[config.mk]
export PLATFORM = sky130hd
export DESIGN_NAME = chs_fan_pwm_array
export DESIGN_NICKNAME = d
export VERILOG_FILES = /design/src/rtl/chs_fan_pwm_array.sv
export SDC_FILE = /design/constraint.sdc
export NUM_CORES = 1
export LEC_CHECK = 0
export ABC_CLOCK_PERIOD_IN_PS = 7600
export BUFFER_PORTS_ARGS = -buffer_cell sky130_fd_sc_hd__buf_2
export CAP_MARGIN = 10
export CORE_MARGIN = 1
export CORE_UTILIZATION = 35
export CTS_BUF_LIST = sky130_fd_sc_hd__clkbuf_2 sky130_fd_sc_hd__clkbuf_4 sky130_fd_sc_hd__clkbuf_8
export CTS_CLUSTER_DIAMETER = 60
export DETAILED_ROUTE_END_ITERATION = 6
export PLACE_DENSITY_LB_ADDON = 0.3
export REMOVE_ABC_BUFFERS = 1
export SKIP_CTS_REPAIR_TIMING = 1
export SLEW_MARGIN = 10
export SYNTH_ARGS = -nofsm -noshare
export SYNTH_HDL_FRONTEND = slang
export SYNTH_SLANG_ARGS = --single-unit
[constraint.sdc]
create_clock -name clk -period 7.6 [get_ports clk]
set_clock_uncertainty 0.2 [all_clocks]
set_input_delay 0.76 -clock clk [delete_from_list [all_inputs] [get_ports clk]]
set_output_delay 0.76 -clock clk [all_outputs]
set_load 0.03 [all_outputs]
[src/rtl/chs_fan_pwm_array.sv]
// Multi-channel fan PWM generator. Each channel ramps its applied duty toward its target.
// Optional kick-start at full duty from OFF is enabled by defining CHS_KICKSTART_EN.
module chs_fan_pwm_array #(
   parameter int CH           = 2,
   parameter int WIDTH        = 8,
   parameter int STEP         = 4,
   parameter int RAMP_PERIODS = 4,
   parameter int KICK_PERIODS = 8
) (
   input  logic                  clk,
   input  logic                  arst,
   input  logic [CH-1:0]         en,
   input  logic [CH*WIDTH-1:0]   speed,
   output logic [CH-1:0]         pwm_data,
   output logic [CH*WIDTH-1:0]   duty,
   output logic [CH-1:0]         busy,
   output logic                  period_tick
);

   localparam logic [WIDTH-1:0] MAX_V    = {WIDTH{1'b1}};
   localparam logic [WIDTH-1:0] CNT_LAST = {{(WIDTH-1){1'b1}}, 1'b0};
   localparam logic [WIDTH-1:0] STEP_V   = WIDTH'(STEP);
   localparam int               RW       = (RAMP_PERIODS > 1) ? $clog2(RAMP_PERIODS) : 1;
   localparam logic [RW-1:0]    RAMP_LAST = RW'(RAMP_PERIODS - 1);

`ifdef CHS_KICKSTART_EN
   localparam int               KW        = (KICK_PERIODS > 1) ? $clog2(KICK_PERIODS) : 1;
   localparam logic [KW-1:0]    KICK_LAST = KW'(KICK_PERIODS - 1);

   typedef enum logic [2:0] {
      ST_OFF    = 3'd0,
      ST_UP     = 3'd1,
      ST_DOWN   = 3'd2,
      ST_STEADY = 3'd3,
      ST_KICK   = 3'd4
   } state_t;
`else
   typedef enum logic [2:0] {
      ST_OFF    = 3'd0,
      ST_UP     = 3'd1,
      ST_DOWN   = 3'd2,
      ST_STEADY = 3'd3
   } state_t;
`endif

   logic [WIDTH-1:0] cnt_q, cnt_d;
   logic [RW-1:0]    ramp_q, ramp_d;
   logic             ramp_tick;
   state_t           state_q [CH];
   state_t           state_d [CH];
   logic [WIDTH-1:0] duty_q  [CH];
   logic [WIDTH-1:0] duty_d  [CH];
   logic [WIDTH-1:0] tgt     [CH];
   logic [WIDTH-1:0] nxt     [CH];
   logic [CH-1:0]    pwm_q, pwm_d;
`ifdef CHS_KICKSTART_EN
   logic [KW-1:0]    kick_q  [CH];
   logic [KW-1:0]    kick_d  [CH];
   logic [WIDTH-1:0] first   [CH];
`endif

   // One step toward tgt, clamped by the remaining gap so the target is never overshot.
   function automatic logic [WIDTH-1:0] step_toward(input logic [WIDTH-1:0] cur,
                                                    input logic [WIDTH-1:0] goal);
      logic             up;
      logic [WIDTH-1:0] gap;
      logic [WIDTH-1:0] inc;
      logic [WIDTH:0]   wide;
      up   = (goal > cur);
      gap  = up ? (goal - cur) : (cur - goal);
      inc  = (gap < STEP_V) ? gap : STEP_V;
      wide = up ? ({1'b0, cur} + {1'b0, inc}) : ({1'b0, cur} - {1'b0, inc});
      if (wide > {1'b0, MAX_V}) begin
         step_toward = up ? MAX_V : '0;
      end else begin
         step_toward = wide[WIDTH-1:0];
      end
   endfunction

   always_comb begin
      period_tick = (cnt_q == CNT_LAST);
      cnt_d       = period_tick ? '0 : cnt_q + 1'b1;
      ramp_tick   = period_tick && (ramp_q == RAMP_LAST);
      ramp_d      = ramp_q;
      if (period_tick) begin
         ramp_d = ramp_tick ? '0 : ramp_q + 1'b1;
      end
   end

   // Duty only moves on period boundaries, so every PWM period is whole.
   always_comb begin
      for (int i = 0; i < CH; i++) begin
         state_d[i] = state_q[i];
         duty_d[i]  = duty_q[i];
         tgt[i]     = en[i] ? speed[i*WIDTH +: WIDTH] : '0;
         nxt[i]     = step_toward(duty_q[i], tgt[i]);
         pwm_d[i]   = (cnt_q < duty_q[i]);
`ifdef CHS_KICKSTART_EN
         kick_d[i]  = kick_q[i];
         first[i]   = (tgt[i] < STEP_V) ? tgt[i] : STEP_V;
`endif
         case (state_q[i])
            ST_OFF: begin
               if (ramp_tick) begin
                  duty_d[i] = '0;
                  if (tgt[i] != '0) begin
`ifdef CHS_KICKSTART_EN
                     state_d[i] = ST_KICK;
                     duty_d[i]  = MAX_V;
                     kick_d[i]  = '0;
`else
                     state_d[i] = ST_UP;
`endif
                  end
               end
            end
`ifdef CHS_KICKSTART_EN
            ST_KICK: begin
               if (period_tick) begin
                  if (tgt[i] == '0) begin
                     state_d[i] = ST_OFF;
                     duty_d[i]  = '0;
                  end else if (kick_q[i] == KICK_LAST) begin
                     duty_d[i]  = first[i];
                     state_d[i] = (first[i] == tgt[i]) ? ST_STEADY : ST_UP;
                  end else begin
                     kick_d[i] = kick_q[i] + 1'b1;
                  end
               end
            end
`endif
            default: begin
               // UP, DOWN and STEADY share one rule: direction is re-derived every tick.
               if (ramp_tick) begin
                  duty_d[i] = nxt[i];
                  if (nxt[i] == tgt[i]) begin
                     state_d[i] = (tgt[i] == '0) ? ST_OFF : ST_STEADY;
                  end else if (tgt[i] > duty_q[i]) begin
                     state_d[i] = ST_UP;
                  end else begin
                     state_d[i] = ST_DOWN;
                  end
               end
            end
         endcase
      end
   end

   always_ff @(posedge clk or negedge arst) begin
      if (!arst) begin
         cnt_q  <= '0;
         ramp_q <= '0;
         pwm_q  <= '0;
         for (int i = 0; i < CH; i++) begin
            state_q[i] <= ST_OFF;
            duty_q[i]  <= '0;
`ifdef CHS_KICKSTART_EN
            kick_q[i]  <= '0;
`endif
         end
      end else begin
         cnt_q  <= cnt_d;
         ramp_q <= ramp_d;
         pwm_q  <= pwm_d;
         for (int i = 0; i < CH; i++) begin
            state_q[i] <= state_d[i];
            duty_q[i]  <= duty_d[i];
`ifdef CHS_KICKSTART_EN
            kick_q[i]  <= kick_d[i];
`endif
         end
      end
   end

   always_comb begin
      pwm_data = pwm_q;
      duty     = '0;
      busy     = '0;
      for (int i = 0; i < CH; i++) begin
         duty[i*WIDTH +: WIDTH] = duty_q[i];
`ifdef CHS_KICKSTART_EN
         busy[i] = (state_q[i] == ST_UP) || (state_q[i] == ST_DOWN) || (state_q[i] == ST_KICK);
`else
         busy[i] = (state_q[i] == ST_UP) || (state_q[i] == ST_DOWN);
`endif
      end
   end

endmodule

==> results by group <==
Layout
  • Share of cells above drive strength 1: 14.0%
  • Fin cells: 881
  • Final #Nets: 790
  • Area growth, synth to finish: 12.7%
  • Ant. Diodes: 0
  • Fill count: 1449

Synth
  • Synthesized flop and latch total: 32
  • Post-synth EDFFs: 0
  • Post-synthesis area per instance: 7.60 µm²
  • Post-synthesis sequential area ratio: 16.1%
  • Unique masters post-synth: 79
  • Syn Inst Count: 654
  • Mapped Area: 0.00497 mm²
  • Most used flip-flop cell after synthesis: dfrtp_1
  • Ys async rst share: 100%
  • Warnings from Yosys: 0

Status
  • Status: finished clean

Setup path
  • CP Class: in -> reg
  • Crit path from: en[1]
  • Worst endpoint required time: 7.57 ns
  • Crit. End Element: register
  • Max incr delay on CP: 0.48 ns
  • Worst path top cell family by delay: simple AND/OR/NAND/NOR gates
  • Crit-path max FO: 15
  • Crit-path slowest cell: ha_1
  • Worst Path Buf+Inv: 6
  • Crit start category: input port
  • Worst r2r src: duty[13]$_DFFE_PN0P_
  • CP dominant cell by count: inv_1
  • WP data arrival: 7.03 ns

Clock tree
  • Max H-tree Level: 2
  • CTS tree: done
  • Root buf cell: clkbuf_8
  • CTS Sinks: 32
  • CTS Buf Count: 5
  • Clock slew at reported path FFs: 0.07 ns
  • Worst-Skew Late Latency: 0.29 ns
  • CTS max path bufs: 2

Timing
  • Crit share post-route: 92.9%
  • Total Neg Setup Slack: 0 ns
  • Endpoints failing setup: 0
  • Worst relative slew slack: 47.8%
  • Crit path time final: 7.06 ns
  • Slew Limit Fails: 0
  • Slew @ Worst Pin: 0.773 ns
  • RSZ-0062 raised after global routing: no
  • Fmax achieved: 142 MHz
  • Hold Violations, Final: 0

Floorplan
  • Die Span X: 121 µm
  • Die area: 0.0147 mm²
  • Cell row count: 43
  • Ports: 41
  • Die height: 121 µm
  • Initial Util: 35.8%
  • CORE AREA: 0.0139 mm²

Global route
  • Largest net degree at the start of global routing: 34
  • First-pass GRT wire length: 25.2 mm
  • Antenna violations before repair: 0
  • Number of global-route vias before repair: 5106
  • Tot GR Track Use: 21.6%
  • Total grt overflow: 0

Power and ir drop
  • Comb pwr share: 32.9%
  • Worst vdd ir: 0.0482 mV
  • Sw Share: 33.9%
  • P_leak: 2.55 nW
  • Int Power: 0.313 mW
  • Sw power: 0.160 mW
  • Clock power share: 30.1%
  • Pwr/cell area: 84.5 mW/mm²
  • Sequential group share of total power: 37.0%

Routing
  • Met3 WL: 719 µm
  • DR WL/cell: 17.7 µm
  • Final wirelength: 15.6 mm
  • Via density: 5.93
  • DR DRC count: 0
  • Top sig layer: met4
  • Post-route ant nets: 0
  • Initial DRT Pass Iterations: 5
  • Post-Route M1 WL: 6.95 mm
  • Initial DRC Count: 454
  • DR WL met2: 7.40 mm
  • Via count: 5223

Placed design
  • GPL Wtd Cong: 0.905
  • Buffers added on ports: 40
  • Detail Placement HPWL: 12.3 mm
  • Inst Count DP: 874

Flow run
  • Max Cap Viol: 0

Min path
  • Hold Crit Class: in -> async
[per-stage QoR]
stage	instance area, µm²	util [%]	hold WS [ns]	setup slack (ns)	power (mW)
floorplan	4850	-	0.254	0.749	0.277
global placement	5470	39.4	0.279	0.311	0.328
detailed placement	5470	39.4	0.314	0.200	0.329
CTS	5570	40.1	0.325	0.453	0.473
global route	5600	40.4	0.365	0.0389	0.502
finish	5600	40.4	0.321	0.536	0.474
[Yosys cell counts, drive strengths merged (11+ instances only)]
cell type | instances | area [µm²]
a21o | 15 | 113
a21oi | 41 | 216
buf | 15 | 76.3
clkbuf | 11 | 42.5
dfrtp | 32 | 801
ha | 65 | 813
inv | 43 | 161
nand2 | 61 | 231
nand2b | 14 | 87.6
nand3 | 17 | 85.1
nand4 | 13 | 81.3
nor2 | 55 | 206
nor2b | 15 | 93.8
nor3 | 11 | 55.1
o21a | 14 | 105
o21ai | 41 | 209
or3 | 12 | 80.1
xnor2 | 15 | 131
[power groups by stage]
stage          Combinational, mW  Clock, mW  Sequential, mW
2_1_floorplan             0.0973          0           0.180
3_3_place_gp               0.150          0           0.178
3_5_place_dp               0.151          0           0.178
4_1_cts                    0.152      0.146           0.175
5_1_grt                    0.171      0.156           0.175
6_report                   0.156      0.142           0.175
[logic make-up (layout without fill, tap and decap cells)]
| logic type | count (synthesis) | count (layout) | share of synthesized area, % |
|---|---|---|---|
| multiplexers | 7 | 7 | 1.46 |
| AO/OA/AOI/OAI | 202 | 202 | 28.3 |
| XOR/XNOR | 22 | 22 | 3.88 |
| buffers and inverters | 69 | 116 | 5.64 |
| adder cells (fa/ha/maj) | 69 | 69 | 18.0 |
| AND/OR/NAND/NOR | 253 | 253 | 26.7 |
| flip-flops | 32 | 32 | 16.1 |
[area by class of cell]
| class | count | area (µm²) | area share, % |
|---|---|---|---|
| flip-flops and latches | 32 | 801 | 14.3 |
| repair buffers | 66 | 398 | 7.10 |
| well taps | 180 | 225 | 4.02 |
| clock buffers | 7 | 96.3 | 1.72 |
| inverters | 43 | 161 | 2.88 |
| multi-input cells | 553 | 3920 | 70.0 |
[final timing paths]
kind / end / slack (ns) / cells past startpoint
worst max-delay path: state_q[1]$_DFFE_PN0P_ / 0.54 / 31
worst min-delay path: duty[7]$_DFFE_PN0P_ / 0.32 / 1
worst max register to register: state_q[1]$_DFFE_PN0P_ / 0.82 / 28
worst min register to register: cnt_q[0]$_DFF_PN0_ / 0.32 / 1
max in group asynchronous: cnt_q[0]$_DFF_PN0_ / 6.41 / 1
min in group clk: cnt_q[0]$_DFF_PN0_ / 0.32 / 1
[layout by cell type, fill, tap and decap left out, types with 4 or more instances in the layout]
cell type  count
a31oi_1        6
nand3_1       17
nor4_1         9
nand3b_1       6
a211oi_1       9
fa_1           4
o211ai_1       8
dfrtp_1       32
ha_1          64
inv_1         43
o21ai_0       39
buf_2         39
nor2_1        53
and3b_1        5
xor2_1         7
o31ai_1       10
nor2b_1       14
a21o_1        15
nand2_1       58
and2_1         7
and3_1         8
o2111ai_1      4
clkbuf_8       7
nand2b_1      14
a21oi_1       40
mux2i_1        5
xnor2_1       15
or3_1         11
buf_4         26
nand4_1       13
o21a_1        14
a21boi_0       6
nor3_1        11
o22ai_1        5
[flip-flops by register name (all words and copies together), names as in the netlist]
name	cells
pwm_data	2
ramp_q	2
state_q	4
cnt_q	8
duty	16
[metal layers]
metal,vias up,global-route usage [%]
met4,0,9.57
met1,2468,27.4
li1,2516,-
met3,42,1.36
met5,-,0
met2,197,37.6
No activity file was read; power rests on OpenSTA's default activity.
